## src/rtl/piso_serializer_pkg.sv

```systemverilog
// piso_serializer_pkg
// Shared definitions for the parallel-in/serial-out serializer: the IDLE/SHIFT
// state encoding, the default word width and bit order, and the width helper
// for the bit counter. Imported by the RTL and by the testbench.
package piso_serializer_pkg;

    typedef enum logic {
        ST_IDLE  = 1'b0,
        ST_SHIFT = 1'b1
    } state_e;

    localparam int DEFAULT_WIDTH     = 8;
    localparam int DEFAULT_MSB_FIRST = 1;

    // Bits needed to hold WIDTH-1 (WIDTH is 2..16, so 1..4 bits).
    function automatic int count_width(input int width);
        return (width <= 2) ? 1 : $clog2(width);
    endfunction

endpackage

```

## src/rtl/piso_serializer_if.sv

```systemverilog
// piso_serializer_if
// Word-in / bit-out bundle of the serializer.
//   din, load   : parallel word and load request (master -> slave)
//   ready       : slave can take a word this cycle (combinational)
//   x, xvalid   : serial bit and its qualifier (registered)
//   last        : x carries the final bit of the word (registered)
//   words       : completed-word counter, modulo 256 (registered)
//   state       : FSM state, for observation only
// Handshake: a word transfers on a rising clk edge where load=1 and ready=1;
// din is sampled only on that edge, and load with ready=0 is dropped, not held.
interface piso_serializer_if
    import piso_serializer_pkg::*;
#(
    parameter int WIDTH = DEFAULT_WIDTH
) ();

    logic [WIDTH-1:0] din;
    logic             load;
    logic             ready;
    logic             x;
    logic             xvalid;
    logic             last;
    logic [7:0]       words;
    state_e           state;

    modport master (
        output din, load,
        input  ready, x, xvalid, last, words, state
    );

    modport slave (
        input  din, load,
        output ready, x, xvalid, last, words, state
    );

endinterface

```

## src/rtl/piso_serializer_bit_counter.sv

```systemverilog
// bit_counter
// Down counter of remaining bits in the current word.
//   clk, reset : clock, asynchronous active-low reset
//   load       : set the count to WIDTH-1 (takes priority over dec)
//   dec        : decrement by one, saturating at zero
//   count      : current count
//   zero       : count == 0
module bit_counter
    import piso_serializer_pkg::*;
#(
    parameter int WIDTH = DEFAULT_WIDTH,
    parameter int CW    = count_width(WIDTH)
) (
    input  logic          clk,
    input  logic          reset,
    input  logic          load,
    input  logic          dec,
    output logic [CW-1:0] count,
    output logic          zero
);

    logic [CW-1:0] count_d;
    logic [CW-1:0] count_q;

    always_comb begin
        count_d = count_q;
        if (load) begin
            count_d = CW'(WIDTH - 1);
        end else if (dec && (count_q != '0)) begin
            count_d = count_q - 1'b1;
        end
    end

    always_ff @(posedge clk or negedge reset) begin
        if (!reset) begin
            count_q <= '0;
        end else begin
            count_q <= count_d;
        end
    end

    assign count = count_q;
    assign zero  = (count_q == '0);

endmodule

```

## src/rtl/piso_serializer.sv

```systemverilog
// piso_serializer
// Loads a WIDTH-bit word and shifts it out one bit per clock, MSB or LSB first.
// Back-to-back words run with no gap when a new word is loaded during last.
//   clk   : clock
//   reset : asynchronous active-low reset
//   bus   : slave side of piso_serializer_if (din/load/ready in,
//           x/xvalid/last/words/state out)
module piso_serializer
    import piso_serializer_pkg::*;
#(
    parameter int WIDTH     = DEFAULT_WIDTH,
    parameter int MSB_FIRST = DEFAULT_MSB_FIRST
) (
    input  logic                clk,
    input  logic                reset,
    piso_serializer_if.slave    bus
);

    localparam int CW = count_width(WIDTH);

    state_e           state_d,  state_q;
    logic [WIDTH-1:0] shreg_d,  shreg_q;
    logic             x_d,      x_q;
    logic             xvalid_d, xvalid_q;
    logic             last_d,   last_q;
    logic [7:0]       words_d,  words_q;

    logic [CW-1:0]    count;
    logic             cnt_zero;
    logic             ready_int;
    logic             accept;
    logic             advance;

    // Head bit and remainder. x is registered, so the head bit goes straight
    // to x_q and the shift register keeps only the bits still to be sent.
    logic             din_head,   shreg_head;
    logic [WIDTH-1:0] din_rest,   shreg_rest;

    generate
        if (MSB_FIRST != 0) begin : g_msb_first
            assign din_head   = bus.din[WIDTH-1];
            assign din_rest   = {bus.din[WIDTH-2:0], 1'b0};
            assign shreg_head = shreg_q[WIDTH-1];
            assign shreg_rest = {shreg_q[WIDTH-2:0], 1'b0};
        end else begin : g_lsb_first
            assign din_head   = bus.din[0];
            assign din_rest   = {1'b0, bus.din[WIDTH-1:1]};
            assign shreg_head = shreg_q[0];
            assign shreg_rest = {1'b0, shreg_q[WIDTH-1:1]};
        end
    endgenerate

    // ready is low while reset is asserted and otherwise open in IDLE or on
    // the final bit of a word, which is what allows gapless chaining.
    assign ready_int = reset & ((state_q == ST_IDLE) | last_q);
    assign accept    = bus.load & ready_int;
    assign advance   = (state_q == ST_SHIFT) & ~last_q & ~cnt_zero;

    bit_counter #(
        .WIDTH (WIDTH),
        .CW    (CW)
    ) u_bit_counter (
        .clk   (clk),
        .reset (reset),
        .load  (accept),
        .dec   (advance),
        .count (count),
        .zero  (cnt_zero)
    );

    always_comb begin
        state_d  = state_q;
        shreg_d  = shreg_q;
        x_d      = x_q;
        xvalid_d = xvalid_q;
        last_d   = last_q;
        words_d  = words_q;

        // Every final bit counts, whether or not a new word follows.
        if (last_q) begin
            words_d = words_q + 8'd1;
        end

        if (accept) begin
            state_d  = ST_SHIFT;
            x_d      = din_head;
            shreg_d  = din_rest;
            xvalid_d = 1'b1;
            last_d   = 1'b0;
        end else if (last_q) begin
            state_d  = ST_IDLE;
            x_d      = 1'b0;
            shreg_d  = '0;
            xvalid_d = 1'b0;
            last_d   = 1'b0;
        end else if (advance) begin
            x_d      = shreg_head;
            shreg_d  = shreg_rest;
            // count is one ahead of the bit now going to x.
            last_d   = (count == CW'(1));
        end
    end

    always_ff @(posedge clk or negedge reset) begin
        if (!reset) begin
            state_q  <= ST_IDLE;
            shreg_q  <= '0;
            x_q      <= 1'b0;
            xvalid_q <= 1'b0;
            last_q   <= 1'b0;
            words_q  <= 8'd0;
        end else begin
            state_q  <= state_d;
            shreg_q  <= shreg_d;
            x_q      <= x_d;
            xvalid_q <= xvalid_d;
            last_q   <= last_d;
            words_q  <= words_d;
        end
    end

    assign bus.ready  = ready_int;
    assign bus.x      = x_q;
    assign bus.xvalid = xvalid_q;
    assign bus.last   = last_q;
    assign bus.words  = words_q;
    assign bus.state  = state_q;

endmodule

```

## src/flat_wrapper.sv

```systemverilog
// flat-port wrapper written by rule: the top's interface ports become plain ports
module piso_serializer_flat import piso_serializer_pkg::*;
#(
    parameter int WIDTH     = DEFAULT_WIDTH,
    parameter int MSB_FIRST = DEFAULT_MSB_FIRST
)
  (clk, reset, bus_din, bus_load, bus_ready, bus_x, bus_xvalid, bus_last, bus_words, bus_state);
  piso_serializer_if #(.WIDTH(WIDTH)) bus_i ();
  input  logic clk;
  input  logic reset;
  input wire logic [$bits(bus_i.din)-1:0] bus_din;
  input wire logic [$bits(bus_i.load)-1:0] bus_load;
  output wire logic [$bits(bus_i.ready)-1:0] bus_ready;
  output wire logic [$bits(bus_i.x)-1:0] bus_x;
  output wire logic [$bits(bus_i.xvalid)-1:0] bus_xvalid;
  output wire logic [$bits(bus_i.last)-1:0] bus_last;
  output wire logic [$bits(bus_i.words)-1:0] bus_words;
  output wire logic [$bits(bus_i.state)-1:0] bus_state;
  assign bus_i.din = bus_din;
  assign bus_i.load = bus_load;
  assign bus_ready = bus_i.ready;
  assign bus_x = bus_i.x;
  assign bus_xvalid = bus_i.xvalid;
  assign bus_last = bus_i.last;
  assign bus_words = bus_i.words;
  assign bus_state = bus_i.state;
  piso_serializer #(.WIDTH(WIDTH), .MSB_FIRST(MSB_FIRST)) u_core (.clk(clk), .reset(reset), .bus(bus_i));
endmodule
```

## config.mk

```make
export PLATFORM = sky130hd
export DESIGN_NAME = piso_serializer_flat
export DESIGN_NICKNAME = d
export VERILOG_FILES = /design/src/rtl/piso_serializer_pkg.sv /design/src/rtl/piso_serializer_if.sv /design/src/rtl/piso_serializer_bit_counter.sv /design/src/rtl/piso_serializer.sv /design/src/flat_wrapper.sv
export SDC_FILE = /design/constraint.sdc
export NUM_CORES = 1
export LEC_CHECK = 0
export ABC_AREA = 1
export CAP_MARGIN = 25
export CORE_ASPECT_RATIO = 0.75
export CORE_MARGIN = 5
export CORE_UTILIZATION = 40
export DETAILED_ROUTE_END_ITERATION = 6
export PLACE_DENSITY_LB_ADDON = 0.05
export SETUP_SLACK_MARGIN = 0.4
export SLEW_MARGIN = 5
export SYNTH_ARGS = -nofsm -noshare
export SYNTH_HDL_FRONTEND = slang
export SYNTH_SLANG_ARGS = --single-unit
```

## constraint.sdc

```tcl
create_clock -name clk -period 1.9 [get_ports clk]
set_input_delay 0.38 -clock clk [delete_from_list [all_inputs] [get_ports clk]]
set_output_delay 0.38 -clock clk [all_outputs]
set_load 0.02 [all_outputs]
```

---- Word level (Yosys, flattened, before mapping) ----
Index checks and enable logic that the tools add are counted.
cells by class
  equality and inequality tests ........... 1
  muxes and demuxes ....................... 13
  shift-type cells ........................ 0
  magnitude comparators ................... 0
  add/subtract/negate cells ............... 2
  multipliers ............................. 0
  div/mod/pow operators ................... 0
  bitwise gates (word level) .............. 8
  reduce and logical (&&, ||, !) cells .... 6
operators with widths
  operator                                             count
  2-to-1 mux 8 bit                                     3
  adder 8 x 1 -> 8 bit, second input constant          1
  2-to-1 mux 1 bit                                     8
  2-to-1 mux 3 bit                                     2
  nonzero test 3 bit                                   2
  bitwise AND 1 bit                                    4
  nonzero test 2 bit                                   2
  equality test 3 x 1 -> 1 bit, second input constant  1
  logical NOT 3 bit                                    1
  inverter 1 bit                                       3
  subtractor 3 x 1 -> 3 bit, second input constant     1
  logical AND 1 bit                                    1
  OR 1 bit                                             1
storage, ports and cells
  word-level logic and storage cells ...... 36
  bits of input ports ..................... 11
  register bits after elaboration ......... 22
  memories ................................ 0
  memory bits (read-only) ................. 0
  latch bits .............................. 0
  output and inout bits ................... 13
  memory bits (writable) .................. 0

---- Logic depth before layout (Yosys ltp) ----
Gate-level depths: netlist of the first run.
  depth after elaboration ................. 6
  gate-level depth with buffers ........... 9

---- Cells and area by module ----
From an unflattened synthesis of the first run, not the netlist that was laid out.
unflattened totals
  cells, all modules ...................... 150
  area, all modules ....................... 1159.9 um^2
modules (own cells, without submodules)
  module           area an instance (um^2)  cells each  times used
  piso_serializer  985.9                    128         1
  bit_counter      173.9                    22          1

---- Least setup slack after synthesis of the first run ----
OpenSTA, ideal clock, no wires.
  path type ............................... reg-to-output
  start ................................... register u_core.last_q (netlist: u_core.bus.last)
  end ..................................... output port bus_ready
  arrival time ............................ 1.223 ns
  setup slack ............................. 0.297 ns
  cell stages (with the launch flop) ...... 4
  path through ............................ dfrtp_1 buf_6 inv_6 a21boi_0
between the ends
  word-level cells in the longest chain between the ends .. 2
ends and longest elaborated chain
  element                 RTL line                RTL
  from (decl)             piso_serializer.sv:25   logic last_d, last_q;
  from (signal assigned)  piso_serializer.sv:117  last_q <= last_d;
  OR 1 bit                piso_serializer.sv:55   assign ready_int = reset & ((state_q == ST_IDLE) | last_q);
  bitwise AND 1 bit       piso_serializer.sv:55
  to (decl)               flat_wrapper.sv:13      output wire logic [$bits(bus_i.ready)-1:0] bus_ready;
No other way between the ends.

---- Worst setup path in the final report of the first run ----
  start ................................... input port reset
  end ..................................... output port bus_ready
between the ends
  word-level cells in the longest chain between the ends .. 1
ends and longest elaborated chain
  element            RTL line               RTL
  from (decl)        flat_wrapper.sv:10     input logic reset;
  bitwise AND 1 bit  piso_serializer.sv:55
No other way between the ends.

==> metrics.md, run 1 <==
| Metric | Value |
|---|---|
| First-pass GRT wire length | 4250 um |
| Synth Area in Compound Gates | 0.02412 |
| Worst VDD drop | 0.0005713 V |
| Slew Limit Fails | 0 |
| Startpoint type of the worst setup path | input pin |
| GP Congestion | 0.7353 |
| DP Wirelength | 1689 um |
| Die width | 71.68 um |
| Core area | 0.002663 mm2 |
| Fmax | 0.7013 GHz |
| Most common flop cell mapped by yosys | dfrtp_1 |
| Port-buffer cells | 23 |
| Vias per cell | 4.693 |
| Total CTS buffers | 3 |
| Synth Area in XOR/XNOR | 0.04605 |
| Area after DPL | 0.001418 mm2 |
| Maxcap violations | 0 |
| RSZ-0062 raised after global routing | no |
| Post-synth top area share | 0.4605 |
| Filler cell count | 258 |
| Initial antenna violation count | 0 |
| Critical path type | in2out |
| Post-synth EDFFs | 0 |
| Post-synth top cells | nand2_1 (48), dfrtp_1 (21), inv_1 (17) |
| Synth Cell Area | 0.001141 mm2 |
| Cts-stage hold buffer count | 0 |
| Syn. warnings | 0 |
| Clock transition at path regs | 80 ps |
| Crit path from | reset |
| Vias in the first global route | 888 |
| Core Util, Final | 0.5818 |
| Critical path arrival | 1050 ps |
| CP Capture Type | primary output |
| Clock Tree Buf Depth | 2 |
| Syn nets | 151 |
| First drt pass iteration count | 4 |
| Area delta synth->final | 35.75% |
| Fraction of layout cells with a size suffix above 1 | 0.1953 |
| Final hold violations | 0 |
| Clk_lat worst skew | 260 ps |
| Post-route DRC | 0 |
| Static leakage | 0.8385 nW |
| Remaining Overflow, GRT | 0 |
| Max-slew headroom | 0.8162 |
| Initial Util | 0.4286 |
| CP Max Fanout | 3 |
| Crit Reg-Reg Startpoint | u_core.u_bit_counter.count[1]$_DFFE_PN0P_ |
| CTS H-tree lvls | 1 |
| Vias post-DR | 962 |
| Largest net degree at the start of global routing | 16 |
| Hold Crit Class | in2async |
| Row count | 16 |
| Status | finished clean |
| Final Setup Violations | 0 |
| Total routed wirelength | 2467 um |
| Post-route clock skew | 2.836 ps |
| TritonCTS clock tree | done |
| Worst EP required | 1520 ps |
| #FFs+latches synth | 21 |
| Largest family of logic cells by synthesized area | simple AND/OR/NAND/NOR gates |
| Cell taking the most area after synthesis | dfrtp_1 |
| Final instance area | 0.001549 mm2 |
| Synth Area in Adders | 0.04386 |
| Area contributors post-synth | dfrtp_1 (46%), nand2_1 (16%), inv_1 (5.6%) |
| Async SR Flop Fraction | 1.000 |
| Root buffer cell | clkbuf_8 |
| Worst-Margin Slew | 274.7 ps |
| Hold Slack | 244.4 ps |
| Yosys cell types | 22 |
| Most frequent cell after synthesis | nand2_1 |
| Post-synthesis sequential area ratio | 0.4605 |
| Routed Antenna Nets | 0 |
| Die area | 0.004032 mm2 |
| CTS sink cnt | 21 |
| Final WS setup | 474.2 ps |
| Avg Inst Size Synth | 8.390 um2 |
| Syn Inst Count | 136 |
| Ports | 24 |
| DRC marker count from the first detailed-route iteration | 37 |
| Post-layout min period | 1426 ps |
| DP Worst Slack | -155.8 ps |
| Avg WL per Cell | 12.03 um |
| Total track usage | 0.1367 |
| Post-synthesis mux area share | 0 |
| Synth Area in Simple Gates | 0.3202 |
| Cell Pwr Density | 1354 mW/mm2 |
| Final nets | 185 |
| Chip height | 56.26 um |
| Final period util | 0.7504 |
| Antenna fix cells | 0 |
-- cells in the final DEF, fill, tap and decap left out, types with 2 or more instances in the layout --
master           netlist  layout
buf_2                  2       2
buf_4                  1       8
clkbuf_8               0       3
clkdlybuf4s50_1        0       9
dfrtp_1               21      19
dfrtp_2                0       2
dlygate4sd2_1          0      11
ha_1                   4       2
inv_1                 17      14
inv_2                  1       3
inv_6                  1       2
nand2_1               48      48
nand2_2                2       2
nand3_1                9       9
nand4_1                9       9
nor2_1                 6       6
o211ai_1               2       2
xnor2_1                3       3
xor2_1                 3       3
-- registers in the layout, summed over array words and instances, names as in the netlist --
signal and flops:
u_core.bus.words 8, u_core.shreg_q 7, u_core.u_bit_counter.count 3, u_core.bus.last 1, u_core.bus.state 1, u_core.bus.x 1
-- metrics by stage --
stage                     std cells  power, mW  setup TNS, ps
after floorplan                 136      1.404              0
after global placement          196      1.708         -159.5
after detailed placement        196      1.738         -352.9
after CTS                       201      2.010              0
after global routing            205      2.286              0
final                           205      2.097              0
-- critical path: stages --
cell,delay [ps]
clkdlybuf4s15_1,280
a21boi_2,210
buf_2,180
-- final timing paths --
kind / end / slack (ps) / depth (start not counted)
setup / recovery: bus_ready / 470 / 3
hold reg to reg: u_core.shreg_q[2]$_DFFE_PN0P_ / 480 / 2
setup reg to reg: u_core.shreg_q[3]$_DFFE_PN0P_ / 500 / 9
min in group clk: u_core.shreg_q[2]$_DFFE_PN0P_ / 480 / 2
hold / removal: u_core.bus.words[7]$_DFFE_PN0P_ / 240 / 2
max in group asynchronous: u_core.bus.state$_DFFE_PN0P_ / 1380 / 2
-- cell families after synthesis --
kind of cell | count (synthesis)
xor+xnor | 6
flops | 21
compound gates | 4
buf+inv | 24
simple gates | 77
fa+ha+maj | 4
-- power breakdown --
group | leakage [nW] | total (mW) | switching [mW] | internal (mW)
Clock | 0.0255 | 0.294 | 0.148 | 0.146
Sequential | 0.269 | 0.720 | 0.120 | 0.600
Combinational | 0.545 | 1.08 | 0.626 | 0.458
-- area by class of cell --
type | instances | area (um2) | area share
Inverter | 19 | 81.33 | 0.05250
Clock inverter | 1 | 5.005 | 0.003231
Clock buffer | 3 | 41.29 | 0.02666
Sequential cell | 21 | 528.0 | 0.3409
Tap cell | 36 | 45.04 | 0.02908
Timing Repair Buffer | 34 | 330.3 | 0.2132
Multi-Input combinational cell | 91 | 518.0 | 0.3344
-- per-layer routing --
layer / global-route usage / part of all wire / up-vias
met5: 0 / 0 / -
met4: 0.04826 / 0.0093 / 0
met3: 0.03922 / 0.044 / 2
met2: 0.1898 / 0.45 / 20
met1: 0.1998 / 0.50 / 445
li1: - / - / 495
-- what timing repair did --
item	in CTS	in global routing
setup buffers	0	4
setup endpoints to repair	24	14
cloned	1	0
gates resized for setup	25	12
pin swaps	0	2
No activity file was read; power rests on OpenSTA's default activity.
==> run 2: changes to the inputs <==
==> constraint.sdc (replaced) <==
create_clock -name clk -period 1.3 [get_ports clk]
set_input_delay 0.26 -clock clk [delete_from_list [all_inputs] [get_ports clk]]
set_output_delay 0.26 -clock clk [all_outputs]
set_load 0.02 [all_outputs]
==> run 2 against run 1 <==
  * The run now ends with negative setup slack left
  * Final cell count increased by 10%
  * Setup slack got worse by 520 ps
  * Non-clock buffer count rose by 21
  * Final area grew 23%
  * Clock power rose by 50%
  * Register-to-register slack got worse by 550 ps
  * Die area unchanged
  * Via count is 7.2% higher
  * Critical path depth is 5 higher
  * Largest power group unchanged
==> metrics.md, run 2 (synthesis gave the netlist of run 1 again) <==
| Metric | Value |
|---|---|
| GP Congestion | 0.7924 |
| DRC marker count from the first detailed-route iteration | 41 |
| Post-layout min period | 1347 ps |
| CP Max Fanout | 6 |
| Root buffer cell | clkbuf_8 |
| Most frequent cells in the layout | nand2_1 (37), buf_6 (20), buf_4 (20), dfrtp_1 (17), inv_1 (14) |
| Routed Antenna Nets | 0 |
| Area after DPL | 0.001578 mm2 |
| Critical path type | reg2reg |
| Post-route clock skew | 3.803 ps |
| Hold Crit Class | in2async |
| Filler cell count | 197 |
| Area delta synth->final | 67.43% |
| Final non-filler cell total | 226 |
| Clock transition at path regs | 80 ps |
| Post-route DRC | 0 |
| Status | finished, violations left |
| Clk_lat worst skew | 260 ps |
| Core area | 0.002663 mm2 |
| Critical path arrival | 1490 ps |
| Die width | 71.68 um |
| DP Cell Count | 208 |
| Worst EP required | 1440 ps |
| Total track usage | 0.1432 |
| Avg WL per Cell | 12.20 um |
| Static leakage | 0.9940 nW |
| Cts-stage hold buffer count | 0 |
| Vias in the first global route | 956 |
| Die area | 0.004032 mm2 |
| DP Worst Slack | -528.6 ps |
| Final nets | 206 |
| Clock Tree Buf Depth | 2 |
| Failing checks | negative setup slack |
| Multi-input gate area | 635.6 um2 |
| DP Wirelength | 1855 um |
| Max reg flops | 8 |
| Antenna fix cells | 0 |
| Worst-Margin Slew | 218.9 ps |
| Slew Limit Fails | 0 |
| Vias post-DR | 1,031 |
| First drt pass iteration count | 4 |
| Total CTS buffers | 3 |
| Port-buffer cells | 23 |
| Vias per cell | 4.562 |
| Maxcap violations | 0 |
| CTS H-tree lvls | 1 |
| Initial Util | 0.4286 |
| Chip height | 56.26 um |
| Row count | 16 |
| Largest net degree at the start of global routing | 30 |
| Final hold violations | 0 |
| Hold Slack | 110.7 ps |
| Cell Pwr Density | 2131 mW/mm2 |
| Max-slew headroom | 0.8541 |
| Initial antenna violation count | 0 |
| Remaining Overflow, GRT | 0 |
| Final WS setup | -46.85 ps |
| Startpoint type of the worst setup path | flip-flop |
| Fraction of layout cells with a size suffix above 1 | 0.4421 |
| Final period util | 1.036 |
| Fmax | 0.7425 GHz |
| TritonCTS clock tree | done |
| Ports | 24 |
| Most common cell after layout, fill and taps aside | nand2_1 |
| RSZ-0062 raised after global routing | yes |
| Final instance area | 0.001911 mm2 |
| First-pass GRT wire length | 4609 um |
| Total routed wirelength | 2758 um |
| Final Setup Violations | 12 |
| Register area | 530.5 um2 |
| Worst VDD drop | 0.0009658 V |
| CP Capture Type | flip-flop |
| CTS sink cnt | 21 |
==> run 2: cell type report <==
type,count,area share
Multi-Input combinational cell,91,0.3327
Timing Repair Buffer,55,0.2954
Sequential cell,21,0.2777
Inverter,19,0.04650
Tap cell,36,0.02358
Clock buffer,3,0.02161
Clock inverter,1,0.002620
==> run 2: worst paths after layout <==
check,startpoint,endpoint,slack [ps],cells past startpoint
setup reg to reg,u_core.u_bit_counter.count[0]$_DFFE_PN0P_,u_core.u_bit_counter.count[2]$_DFFE_PN0P_,-50,8
setup / recovery,u_core.u_bit_counter.count[0]$_DFFE_PN0P_,u_core.u_bit_counter.count[2]$_DFFE_PN0P_,-50,8
hold / removal,reset,u_core.u_bit_counter.count[2]$_DFFE_PN0P_,110,2
max in group asynchronous,reset,u_core.bus.words[1]$_DFFE_PN0P_,990,2
min in group clk,u_core.shreg_q[1]$_DFFE_PN0P_,u_core.shreg_q[1]$_DFFE_PN0P_,480,2
hold reg to reg,u_core.shreg_q[1]$_DFFE_PN0P_,u_core.shreg_q[1]$_DFFE_PN0P_,480,2
==> run 2: report_power, final <==
group	switching (mW)	total, mW	internal, mW
clock	0.226	0.440	0.214
sequential	0.174	1.06	0.883
combinational	1.27	2.57	1.30
==> run 2: critical path, cell delays in order (launching register included) <==
cell and delay, ps:
dfrtp_1 380, inv_2 60, ha_4 160, ha_4 160
inv_4 70, buf_6 100, nand3_4 100, nand2_2 80
o211ai_1 100
==> run 2: routing by layer <==
layer / up-vias / track usage / wire, um
li1: 538 / - / -
met1: 467 / 0.2033 / 1272
met2: 21 / 0.2029 / 1331
met3: 5 / 0.04278 / 131
met4: 0 / 0.05362 / 24
met5: - / 0 / 0
==> run 2: metrics by stage <==
| stage | power (mW) | util | setup TNS [ps] |
|---|---|---|---|
| 3_3_place_gp | 2.824 | 0.5926 | -5318 |
| 2_1_floorplan | 2.185 | - | 0 |
| 3_5_place_dp | 2.883 | 0.5926 | -5785 |
| 5_1_grt | 4.383 | 0.7176 | -1263 |
| 4_1_cts | 3.788 | 0.6734 | -244.8 |
| 6_report | 4.071 | 0.7176 | -293.3 |
==> run 2: repair_timing <==
| action | 4_1_cts | 5_1_grt |
|---|---|---|
| gates resized for setup | 100 | 19 |
| pin swaps | 9 | 11 |
| endpoints found under the setup margin | 34 | 34 |
| buffers inserted | 7 | 7 |
==> run 3: changes to the inputs <==
--- a/config.mk
+++ b/config.mk
@@ -9,7 +9,7 @@
 export CAP_MARGIN = 25
 export CORE_ASPECT_RATIO = 0.75
 export CORE_MARGIN = 5
-export CORE_UTILIZATION = 40
+export CORE_UTILIZATION = 45
 export DETAILED_ROUTE_END_ITERATION = 6
 export PLACE_DENSITY_LB_ADDON = 0.05
 export SETUP_SLACK_MARGIN = 0.4
==> run 3 against run 2 <==
  * The flow still finishes with violations (negative setup slack)
  * Largest power group unchanged
  * Largest cell class unchanged
  * Core utilization up 6.0 points
  * Combinational power is 4% lower
  * Final cell count fell by 1.3%
  * Non-clock buffer count is 2 lower
  * Fmax rose by 0.15%
  * Register-to-register slack about the same
  * Sequential cell count is the same
  * Power is 5.5% lower
  * Global-route usage increased by 2.2 points
  * Hold slack got worse by 67 ps
==> metrics.md, run 3 (synthesis gave the netlist of run 1 again) <==
| Metric | Value |
|---|---|
| Hold Slack | 44.03 ps |
| CP Capture Type | flip-flop |
| Initial Util | 0.4825 |
| Vias per cell | 4.749 |
| Max-slew headroom | 0.8461 |
| Post-layout min period | 1345 ps |
| Maxcap violations | 0 |
| Ports | 24 |
| Most frequent cells in the layout | nand2_1 (35), buf_4 (24), dfrtp_1 (17), buf_6 (15), inv_1 (14) |
| Total track usage | 0.1650 |
| Post-route clock skew | 2.110 ps |
| Remaining Overflow, GRT | 0 |
| Root buffer cell | clkbuf_4 |
| RSZ-0062 raised after global routing | yes |
| Die width | 68.15 um |
| Clock Tree Buf Depth | 2 |
| GP Congestion | 0.7644 |
| Final Setup Violations | 9 |
| Antenna fix cells | 0 |
| Initial antenna violation count | 0 |
| TNS Setup | -253.7 ps |
| DP Wirelength | 1794 um |
| CTS sink cnt | 21 |
| Post-route DRC | 0 |
| Startpoint type of the worst setup path | flip-flop |
| Final instance area | 0.001839 mm2 |
| Slew Limit Fails | 0 |
| Final WS setup | -44.87 ps |
| Worst-Margin Slew | 230.8 ps |
| Vias post-DR | 1,059 |
| Port-buffer cells | 23 |
| Fmax | 0.7436 GHz |
| Final hold violations | 0 |
| First drt pass iteration count | 4 |
| Worst EP required | 1560 ps |
| Status | finished, violations left |
| Area delta synth->final | 61.18% |
| Core Util, Final | 0.7778 |
| Worst VDD drop | 0.001315 V |
| Core area | 0.002365 mm2 |
| Total routed wirelength | 2812 um |
| Row count | 15 |
| Total power | 3.846 mW |
| DRC marker count from the first detailed-route iteration | 53 |
| Avg WL per Cell | 12.61 um |
| First-pass GRT wire length | 4429 um |
| CTS H-tree lvls | 1 |
| Critical path arrival | 1600 ps |
| CP Max Fanout | 8 |
| Clock transition at path regs | 120 ps |
| Area after DPL | 0.001555 mm2 |
| Cts-stage hold buffer count | 0 |
| Final nets | 205 |
| Final period util | 1.035 |
| Clk_lat worst skew | 310 ps |
| Vias in the first global route | 985 |
| Die area | 0.003653 mm2 |
| TritonCTS clock tree | done |
| Static leakage | 0.9602 nW |
| Crit path from | u_core.u_bit_counter.count[0]$_DFFE_PN0P_ |
| Critical path type | reg2reg |
| Cell Pwr Density | 2091 mW/mm2 |
| Fraction of layout cells with a size suffix above 1 | 0.4497 |
| Total CTS buffers | 3 |
| Most common cell after layout, fill and taps aside | nand2_1 |
| Chip height | 53.61 um |
| Routed Antenna Nets | 0 |
| Failing checks | negative setup slack |
| Crit Reg-Reg Startpoint | u_core.u_bit_counter.count[0]$_DFFE_PN0P_ |
| Largest net degree at the start of global routing | 30 |
| Hold Crit Class | in2async |
| Max reg flops | 8 |
run 3: changes by cell type in the layout (fill, tap and decap cells not counted), sizes merged:
cell    change
buf         -2
clkinv      +1
inv         -1
nand3       +1
run 3: cell type report:
| class | instances | area [um2] |
|---|---|---|
| Clock buffer | 3 | 22.52 |
| Clock inverter | 1 | 5.005 |
| Fill cell | 169 | 525.5 |
| Inverter | 19 | 93.84 |
| Multi-Input combinational cell | 92 | 656.9 |
| Sequential cell | 21 | 530.5 |
| Tap cell | 34 | 42.54 |
| Timing Repair Buffer | 53 | 488.0 |
run 3: repair_timing:
| item | 4_1_cts | 5_1_grt |
|---|---|---|
| buffers inserted | 7 | 6 |
| setup endpoints to repair | 34 | 34 |
| resized for setup | 97 | 16 |
| pin swaps | 12 | 12 |
| cloned | 0 | 1 |
run 3: path summary, 6_finish.rpt:
path	endpoint	slack [ps]	cells after the start
worst min-delay path	u_core.bus.state$_DFFE_PN0P_	40	2
min in group clk	u_core.shreg_q[7]$_DFFE_PN0P_	500	2
max in group asynchronous	u_core.bus.last$_DFF_PN0_	1040	2
worst min register to register	u_core.shreg_q[7]$_DFFE_PN0P_	500	2
worst max register to register	u_core.shreg_q[5]$_DFFE_PN0P_	-40	9
worst max-delay path	u_core.shreg_q[5]$_DFFE_PN0P_	-40	9
run 3: worst max-delay path, cell delays in order, from the launching register on:
cell,delay (ps)
dfrtp_1,410
inv_2,90
ha_4,140
ha_4,130
inv_4,50
a21oi_4,170
nand2_8,100
clkinv_8,90
nand2_2,50
nand2_1,60
run 3: where the power goes:
part	leakage [nW]	switching [mW]	internal, mW
clock network	0.0177	0.214	0.115
registers	0.266	0.177	0.882
logic	0.676	1.28	1.18
run 3: stage by stage:
stage	std cells	worst slack (ps)
3_3_place_gp	205	-487.3
2_1_floorplan	136	41.38
3_5_place_dp	205	-514.2
5_1_grt	223	-107.2
6_report	223	-44.87
4_1_cts	216	-48.72
run 3: layer usage:
layer / GRT usage / routed length [um] / share of wire
met2: 0.2704 / 1367 / 0.49
met1: 0.2114 / 1272 / 0.45
met3: 0.06054 / 139 / 0.049
met5: 0 / 0 / 0
met4: 0.02970 / 33 / 0.012
